File: src/rtl/mul_share_pkg.sv
`default_nettype none
// ============================================================================
// mul_share_pkg : shared types and helpers for the multiplier-sharing scheduler
// Revision      : 1.0
// ============================================================================
package mul_share_pkg;

  localparam int MAX_REQ   = 8;
  localparam int DEF_WIDTH = 8;
  localparam int CNT_W     = $clog2(DEF_WIDTH + 1);

  typedef enum logic [1:0] {
    IDLE = 2'd0,
    MUL  = 2'd1,
    DONE = 2'd2
  } state_e;

  // First set request after 'last', wrapping modulo n_req.
  function automatic logic [2:0] rr_pick(input logic [MAX_REQ-1:0] req,
                                         input logic [2:0]         last,
                                         input int unsigned        n_req);
    logic [2:0]  pick;
    logic        found;
    int unsigned idx;
    pick  = '0;
    found = 1'b0;
    for (int unsigned i = 1; i <= MAX_REQ; i++) begin
      if (i <= n_req && !found) begin
        idx = (32'(last) + i) % n_req;
        if (req[idx]) begin
          pick  = idx[2:0];
          found = 1'b1;
        end
      end
    end
    return pick;
  endfunction

endpackage
`default_nettype wire

File: src/rtl/mul_shift_add.sv
`default_nettype none
// ============================================================================
// mul_shift_add : fixed-latency unsigned shift-add multiplier (WIDTH steps)
// Revision      : 1.0
// ============================================================================
module mul_shift_add
  import mul_share_pkg::*;
#(
  parameter int WIDTH = 8,
  parameter int CW    = CNT_W
) (
  input  logic               clk,
  input  logic               reset,
  input  logic               start,
  input  logic [WIDTH-1:0]   a,
  input  logic [WIDTH-1:0]   b,
  output logic               busy,
  output logic               done,
  output logic [2*WIDTH-1:0] product
);

  logic [2*WIDTH-1:0] mcand_q, mcand_d;
  logic [2*WIDTH-1:0] acc_q,   acc_d;
  logic [WIDTH-1:0]   mplier_q, mplier_d;
  logic [CW-1:0]      cnt_q,   cnt_d;

  always_comb begin
    mcand_d  = mcand_q;
    acc_d    = acc_q;
    mplier_d = mplier_q;
    cnt_d    = cnt_q;
    if (start) begin
      mcand_d  = {{WIDTH{1'b0}}, a};
      mplier_d = b;
      acc_d    = '0;
      cnt_d    = CW'(WIDTH);
    end else if (cnt_q != '0) begin
      if (mplier_q[0]) acc_d = acc_q + mcand_q;
      mcand_d  = mcand_q << 1;
      mplier_d = mplier_q >> 1;
      cnt_d    = cnt_q - CW'(1);
    end
  end

  always_ff @(posedge clk or posedge reset) begin
    if (reset) begin
      mcand_q  <= '0;
      acc_q    <= '0;
      mplier_q <= '0;
      cnt_q    <= '0;
    end else begin
      mcand_q  <= mcand_d;
      acc_q    <= acc_d;
      mplier_q <= mplier_d;
      cnt_q    <= cnt_d;
    end
  end

  // done marks the final step; the product is settled on the following cycle.
  assign busy    = (cnt_q != '0);
  assign done    = (cnt_q == CW'(1));
  assign product = acc_q;

endmodule
`default_nettype wire

File: src/rtl/mul_share_sched.sv
`default_nettype none
// ============================================================================
// mul_share_sched : round-robin arbiter sharing one shift-add multiplier
// Revision        : 1.0
// ============================================================================
module mul_share_sched
  import mul_share_pkg::*;
#(
  parameter int N_REQ = 2,
  parameter int WIDTH = 8,
  parameter int IDW   = 1
) (
  input  logic                   clk,
  input  logic                   reset,
  input  logic [N_REQ-1:0]       req,
  input  logic [N_REQ*WIDTH-1:0] opa,
  input  logic [N_REQ*WIDTH-1:0] opb,
  output logic [N_REQ-1:0]       gnt,
  output logic                   busy,
  output logic                   done,
  output logic [2*WIDTH-1:0]     res,
  output logic [IDW-1:0]         res_id
);

  state_e             state_q, state_d;
  logic [IDW-1:0]     last_q,  last_d;
  logic [2*WIDTH-1:0] res_q,   res_d;
  logic [IDW-1:0]     res_id_q, res_id_d;

  logic [MAX_REQ-1:0] req_pad;
  logic [IDW-1:0]     pick_idx;
  logic               mul_start;
  logic [WIDTH-1:0]   mul_a, mul_b;
  logic               mul_busy, mul_done;
  logic [2*WIDTH-1:0] mul_product;

  assign req_pad  = MAX_REQ'(req);
  assign pick_idx = IDW'(rr_pick(req_pad, 3'(last_q), N_REQ));
  assign mul_a    = opa[WIDTH*int'(pick_idx) +: WIDTH];
  assign mul_b    = opb[WIDTH*int'(pick_idx) +: WIDTH];

  always_comb begin
    state_d   = state_q;
    last_d    = last_q;
    res_d     = res_q;
    res_id_d  = res_id_q;
    gnt       = '0;
    mul_start = 1'b0;
    case (state_q)
      IDLE: begin
        if (|req) begin
          gnt[pick_idx] = 1'b1;
          mul_start     = 1'b1;
          last_d        = pick_idx;
          state_d       = MUL;
        end
      end
      MUL: begin
        if (mul_done) state_d = DONE;
      end
      DONE: begin
        res_d    = mul_product;
        res_id_d = last_q;
        state_d  = IDLE;
      end
      default: state_d = IDLE;
    endcase
  end

  always_ff @(posedge clk or posedge reset) begin
    if (reset) begin
      state_q  <= IDLE;
      last_q   <= IDW'(N_REQ - 1);
      res_q    <= '0;
      res_id_q <= '0;
    end else begin
      state_q  <= state_d;
      last_q   <= last_d;
      res_q    <= res_d;
      res_id_q <= res_id_d;
    end
  end

  // The DONE cycle bypasses the holding registers so res is valid with done.
  assign done   = (state_q == DONE);
  assign busy   = mul_busy || done;
  assign res    = done ? mul_product : res_q;
  assign res_id = done ? last_q : res_id_q;

  mul_shift_add #(
    .WIDTH (WIDTH),
    .CW    ($clog2(WIDTH + 1))
  ) u_mul (
    .clk     (clk),
    .reset   (reset),
    .start   (mul_start),
    .a       (mul_a),
    .b       (mul_b),
    .busy    (mul_busy),
    .done    (mul_done),
    .product (mul_product)
  );

endmodule
`default_nettype wire
File: config.mk
export PLATFORM = sky130hd
export DESIGN_NAME = mul_share_sched
export DESIGN_NICKNAME = d
export VERILOG_FILES = /design/src/rtl/mul_share_pkg.sv /design/src/rtl/mul_shift_add.sv /design/src/rtl/mul_share_sched.sv
export SDC_FILE = /design/constraint.sdc
export NUM_CORES = 1
export LEC_CHECK = 0
export BUFFER_PORTS_ARGS = -buffer_cell sky130_fd_sc_hd__clkbuf_2
export CAP_MARGIN = 0
export CORE_MARGIN = 4
export CORE_UTILIZATION = 52
export DETAILED_ROUTE_END_ITERATION = 12
export GPL_ROUTABILITY_DRIVEN = 0
export PLACE_DENSITY = 0.73
export SYNTH_ARGS = -nofsm -noshare
export SYNTH_HDL_FRONTEND = slang
export SYNTH_HIERARCHICAL = 1
export SYNTH_SLANG_ARGS = --single-unit
File: constraint.sdc
create_clock -name clk -period 2.4 [get_ports clk]
set_clock_uncertainty 0.15 [all_clocks]
set_input_delay 0.36 -clock clk [delete_from_list [all_inputs] [get_ports clk]]
set_output_delay 0.36 -clock clk [all_outputs]
set_load 0.03 [all_outputs]
==> metrics.md <==
| Metric | Value |
|---|---|
| Number of vias after detailed routing | `~3000` |
| Share of the yosys chip area belonging to registers | `between 40% and 50%` |
| Sort of element at the end of the critical path | `register` |
| Count of maximum capacitance violations | `0` |
| Critical path class | `register to register` |
| Tcrit/Tclk final | `between 90% and 100%` |
| Smallest setup slack after layout | `~0.031 ns` |
| Number of sinks on the clock net | `64` |
| Initial antenna violation count | `0` |
| Die Outline Area | `about 0.0087 mm^2` |
| Final core area utilization | `roughly 66%` |
| Launching element type of the critical path | `register` |
| Height of the die | `~93 um` |
| CP Data Required Time | `2.52 ns` |
| Width of the die | `93.4 um` |
| Pre-antenna DRT Iters | `6` |
| Cell row count | `30` |
| Static Leak | `~2.3 nW` |
| Average vias per placed instance | `about 5.4` |
| Root buffer cell | `sky130_fd_sc_hd__clkbuf_8` |
| Count of different cell masters after synthesis | `60` |
| RSZ-0062 raised after global routing | `true` |
| Worst min-delay path class | `input port to asynchronous set/reset pin` |
| Number of buffer cells added on primary ports | `56` |
| Largest net degree at the start of global routing | `45` |
| Total of endpoints with negative setup slack in the final report | `0` |
| Worst hold slack | `-0.0133 ns` |
| Number of antenna diodes | `0` |
| Worst max-slew margin expressed relative to the limit | `between 40% and 50%` |
| CTS tree | `done` |
| Cell area after placement | `~0.0042 mm^2` |
| Synth-to-layout area growth | `20.4%` |
| DP Wirelength | `~5.5 mm` |
| Clock-pin slew on the worst setup and hold paths | `approximately 0.070 ns` |
| Synth Area per Inst | `10.4 um^2` |
| Post-Synthesis Cell Area | `approximately 0.0038 mm^2` |
| Total wirelength of the detailed-routed design | `7.99 mm` |
| Clock buffer count from CTS | `9` |
| Ratio of cells with drive above 1 in the final layout | `around 36%` |
| Count of nets after finishing | `a little under 500` |
| Area of the core | `0.00694 mm^2` |
| Transition at the pin with the smallest max-transition slack | `about 0.84 ns` |
| Crit Path Max Fanout | `3` |
| Number of remaining DRC errors | `0` |
| Count of warnings emitted by yosys | `6` |
| Worst supply voltage drop on vdd | `around 0.42 mV` |
| Area of combinational cells with multiple inputs | `~0.0021 mm^2` |
| H-tree depth | `3` |
| Starting density of the core | `between 50% and 60%` |
| Overall Global Routing Usage | `between 10% and 20%` |
| Cell count after synthesis | `366` |
| Iteration-0 DRC count of the detailed router | `between 100 and 150` |
| Buffer depth of the longest clock path | `2` |
| Count of final max-slew check failures | `0` |
| Violated checks | `negative hold slack` |
| Highest clock frequency the design can meet | `between 400 and 500 MHz` |
| Total of fill cells in the finished design | `558` |
| Post-synth EDFFs | `0` |
| Count of hold-fix buffers inserted at cts | `0` |
| Number of nets in the synthesized netlist | `420` |
| Endpoints failing hold | `5` |
| Skew-Pair Late Insertion Delay | `between 0.3 and 0.4 ns` |
| Sequential cell area in the final layout | `approximately 0.0016 mm^2` |
| Average wire per cell in the routed design | `about 15 um` |
| CP arrival | `between 2 and 2.5 ns` |
| Total overflow reported by the global router | `0` |
| Minimum period implied by the final worst setup slack | `roughly 2.4 ns` |
| Count of antenna-violating nets left after detailed routing | `0` |
| Final Total Pwr | `approximately 5.6 mW` |
| Power density over cell area | `1220 mW/mm^2` |
| I/O pin count | `57` |
| Number of storage elements in the synthesis netlist | `between 60 and 70` |
| Worst slack at placement | `-0.0310 ns` |
| First-pass GRT wire length | `13.7 mm` |
| Number of global-route vias before repair | `3013` |
| Final design area excluding fillers | `between 0.004 and 0.005 mm^2` |
| Prevailing post-synth register cell | `sky130_fd_sc_hd__dfrtp_1` |
| Share of flip-flops with an asynchronous set or reset after synthesis | `100%` |
| Status | `finished with violations` |
[flip-flops by register name, indices dropped and copies added (netlist names)]
register and count:
res_q 16, u_mul/mcand_q 16, u_mul/product 16, u_mul/mplier_q 8, u_mul/cnt_q 4, state_q 2, last_q 1, res_id_q 1
[where the power goes]
group | leakage, nW | switching [mW] | internal, mW
logic | 1.32 | 1.55 | 1.20
registers | 0.839 | 0.314 | 1.50
clock network | 0.106 | 0.412 | 0.611
[layer usage]
layer  global-route usage (%)  up-vias  wire (um)  share of wire (%)
met2                     34.2       83       3900                 49
met4                     7.08        0         74               0.93
met3                     5.47        9        478                6.0
met5                        0        -          0                  0
met1                     23.9     1378       3540                 44
li1                         -     1453          -                  -
[repair_timing]
item                                    4_1_cts  5_1_grt
setup buffers                                 5       11
pin swaps                                     5        6
gates cloned                                  0        0
endpoints found under the setup margin        3        7
gates resized for setup                      12        6
[Yosys cell counts (all sizes together) (2+ instances only)]
cell    instances  share of area [%]
inv            12                1.3
o21ai          21                2.8
or4             2               0.40
mux2i          14                3.7
buf             7                2.0
a31oi           2               0.33
xor2            4               0.92
xnor2           6                1.4
and2            4               0.69
nand2          57                5.7
o21a            3               0.59
o211ai          4                1.1
a21o            7                1.4
and4            2               0.46
nor3            5               0.66
a211oi          5                1.3
o31ai           2               0.40
ha             17                5.6
clkbuf         10                1.0
mux2           34                 12
nand4           3               0.49
nor2b           3               0.56
a21oi          31                4.4
nand3          10                1.3
nor3b           2               0.69
nor2           18                1.8
dfrtp          63                 42
[cell usage in the layout (no fill, tap or decap), types with 2 or more instances in the layout]
master                       netlist  routed
sky130_fd_sc_hd__buf_4             2      25
sky130_fd_sc_hd__clkbuf_2          1      55
sky130_fd_sc_hd__clkbuf_8          0      10
sky130_fd_sc_hd__ha_1             17      15
sky130_fd_sc_hd__nor2b_1           2       2
sky130_fd_sc_hd__o21ai_0          20      19
sky130_fd_sc_hd__or4_1             2       2
sky130_fd_sc_hd__mux2_2           17      17
sky130_fd_sc_hd__a21oi_1          28      27
sky130_fd_sc_hd__o21a_1            3       2
sky130_fd_sc_hd__xor2_1            4       4
sky130_fd_sc_hd__inv_2             0       3
sky130_fd_sc_hd__o21ai_1           1       2
sky130_fd_sc_hd__mux2_4           17      17
sky130_fd_sc_hd__a211oi_1          3       3
sky130_fd_sc_hd__clkinvlp_4        0       2
sky130_fd_sc_hd__a211oi_2          2       2
sky130_fd_sc_hd__nor3_1            5       5
sky130_fd_sc_hd__nand3_1          10      10
sky130_fd_sc_hd__mux2i_1          14      14
sky130_fd_sc_hd__xnor2_1           6       6
sky130_fd_sc_hd__nand2_1          56      56
sky130_fd_sc_hd__a21o_1            7       7
sky130_fd_sc_hd__bufinv_16         0       2
sky130_fd_sc_hd__o211ai_2          2       2
sky130_fd_sc_hd__nand4_1           3       3
sky130_fd_sc_hd__and4_1            2       2
sky130_fd_sc_hd__a31oi_1           2       2
sky130_fd_sc_hd__and2_1            3       3
sky130_fd_sc_hd__a21oi_2           3       3
sky130_fd_sc_hd__o31ai_1           2       2
sky130_fd_sc_hd__o211ai_1          2       2
sky130_fd_sc_hd__nor2_1           18      17
sky130_fd_sc_hd__dfrtp_1          63      63
sky130_fd_sc_hd__inv_1            11       8
[metrics by stage]
stage,hold slack [ns],std cells,setup TNS [ns]
floorplan,0.173,366,0
global route,0.0585,543,-0.145
CTS,0.0138,532,-0.0196
finish,-0.0133,543,0
global placement,0.324,511,0
detailed placement,0.330,511,-0.0364
[area by class of cell]
class,instances,area share (%)
well taps,96,2.63
repair buffers,82,10.8
clock buffers,11,3.09
multi-input cells,273,45.3
inverters,12,1.29
clock inverters,5,1.75
flip-flops and latches,64,35.1
[path summary, 6_finish.rpt]
| path | end | depth (start not counted) | from | slack, ns |
|---|---|---|---|---|
| max in group asynchronous | res_q[6] | 2 | reset | 1.55 |
| setup / recovery | u_mul/product[12] | 9 | u_mul/mcand_q[0] | 0.03 |
| min in group clk | u_mul/mplier_q[3] | 4 | opb[11] | 0.19 |
| setup reg to reg | u_mul/product[12] | 9 | u_mul/mcand_q[0] | 0.03 |
| hold reg to reg | res_q[9] | 1 | res_q[9] | 0.34 |
| hold / removal | u_mul/mcand_q[12] | 3 | reset | -0.01 |
[worst max-delay path, cell delays in order (launching register included)]
cell                        delay (ns)
sky130_fd_sc_hd__dfrtp_1          0.37
sky130_fd_sc_hd__ha_2             0.20
sky130_fd_sc_hd__inv_2            0.04
sky130_fd_sc_hd__fa_2             0.33
sky130_fd_sc_hd__and2b_1          0.23
sky130_fd_sc_hd__o2111ai_2        0.15
sky130_fd_sc_hd__a21oi_4          0.24
sky130_fd_sc_hd__o41ai_2          0.10
sky130_fd_sc_hd__or4_1            0.42
sky130_fd_sc_hd__nand3_1          0.09
[cells by family after synthesis]
group / after synthesis / share of synthesized area, %
compound gates: 86 / 15.9
simple gates: 111 / 13.7
buf+inv: 29 / 4.25
mux: 48 / 15.5
flops: 64 / 42.2
xor+xnor: 10 / 2.31
fa+ha+maj: 18 / 6.13
No activity file was read; power rests on OpenSTA's default activity.
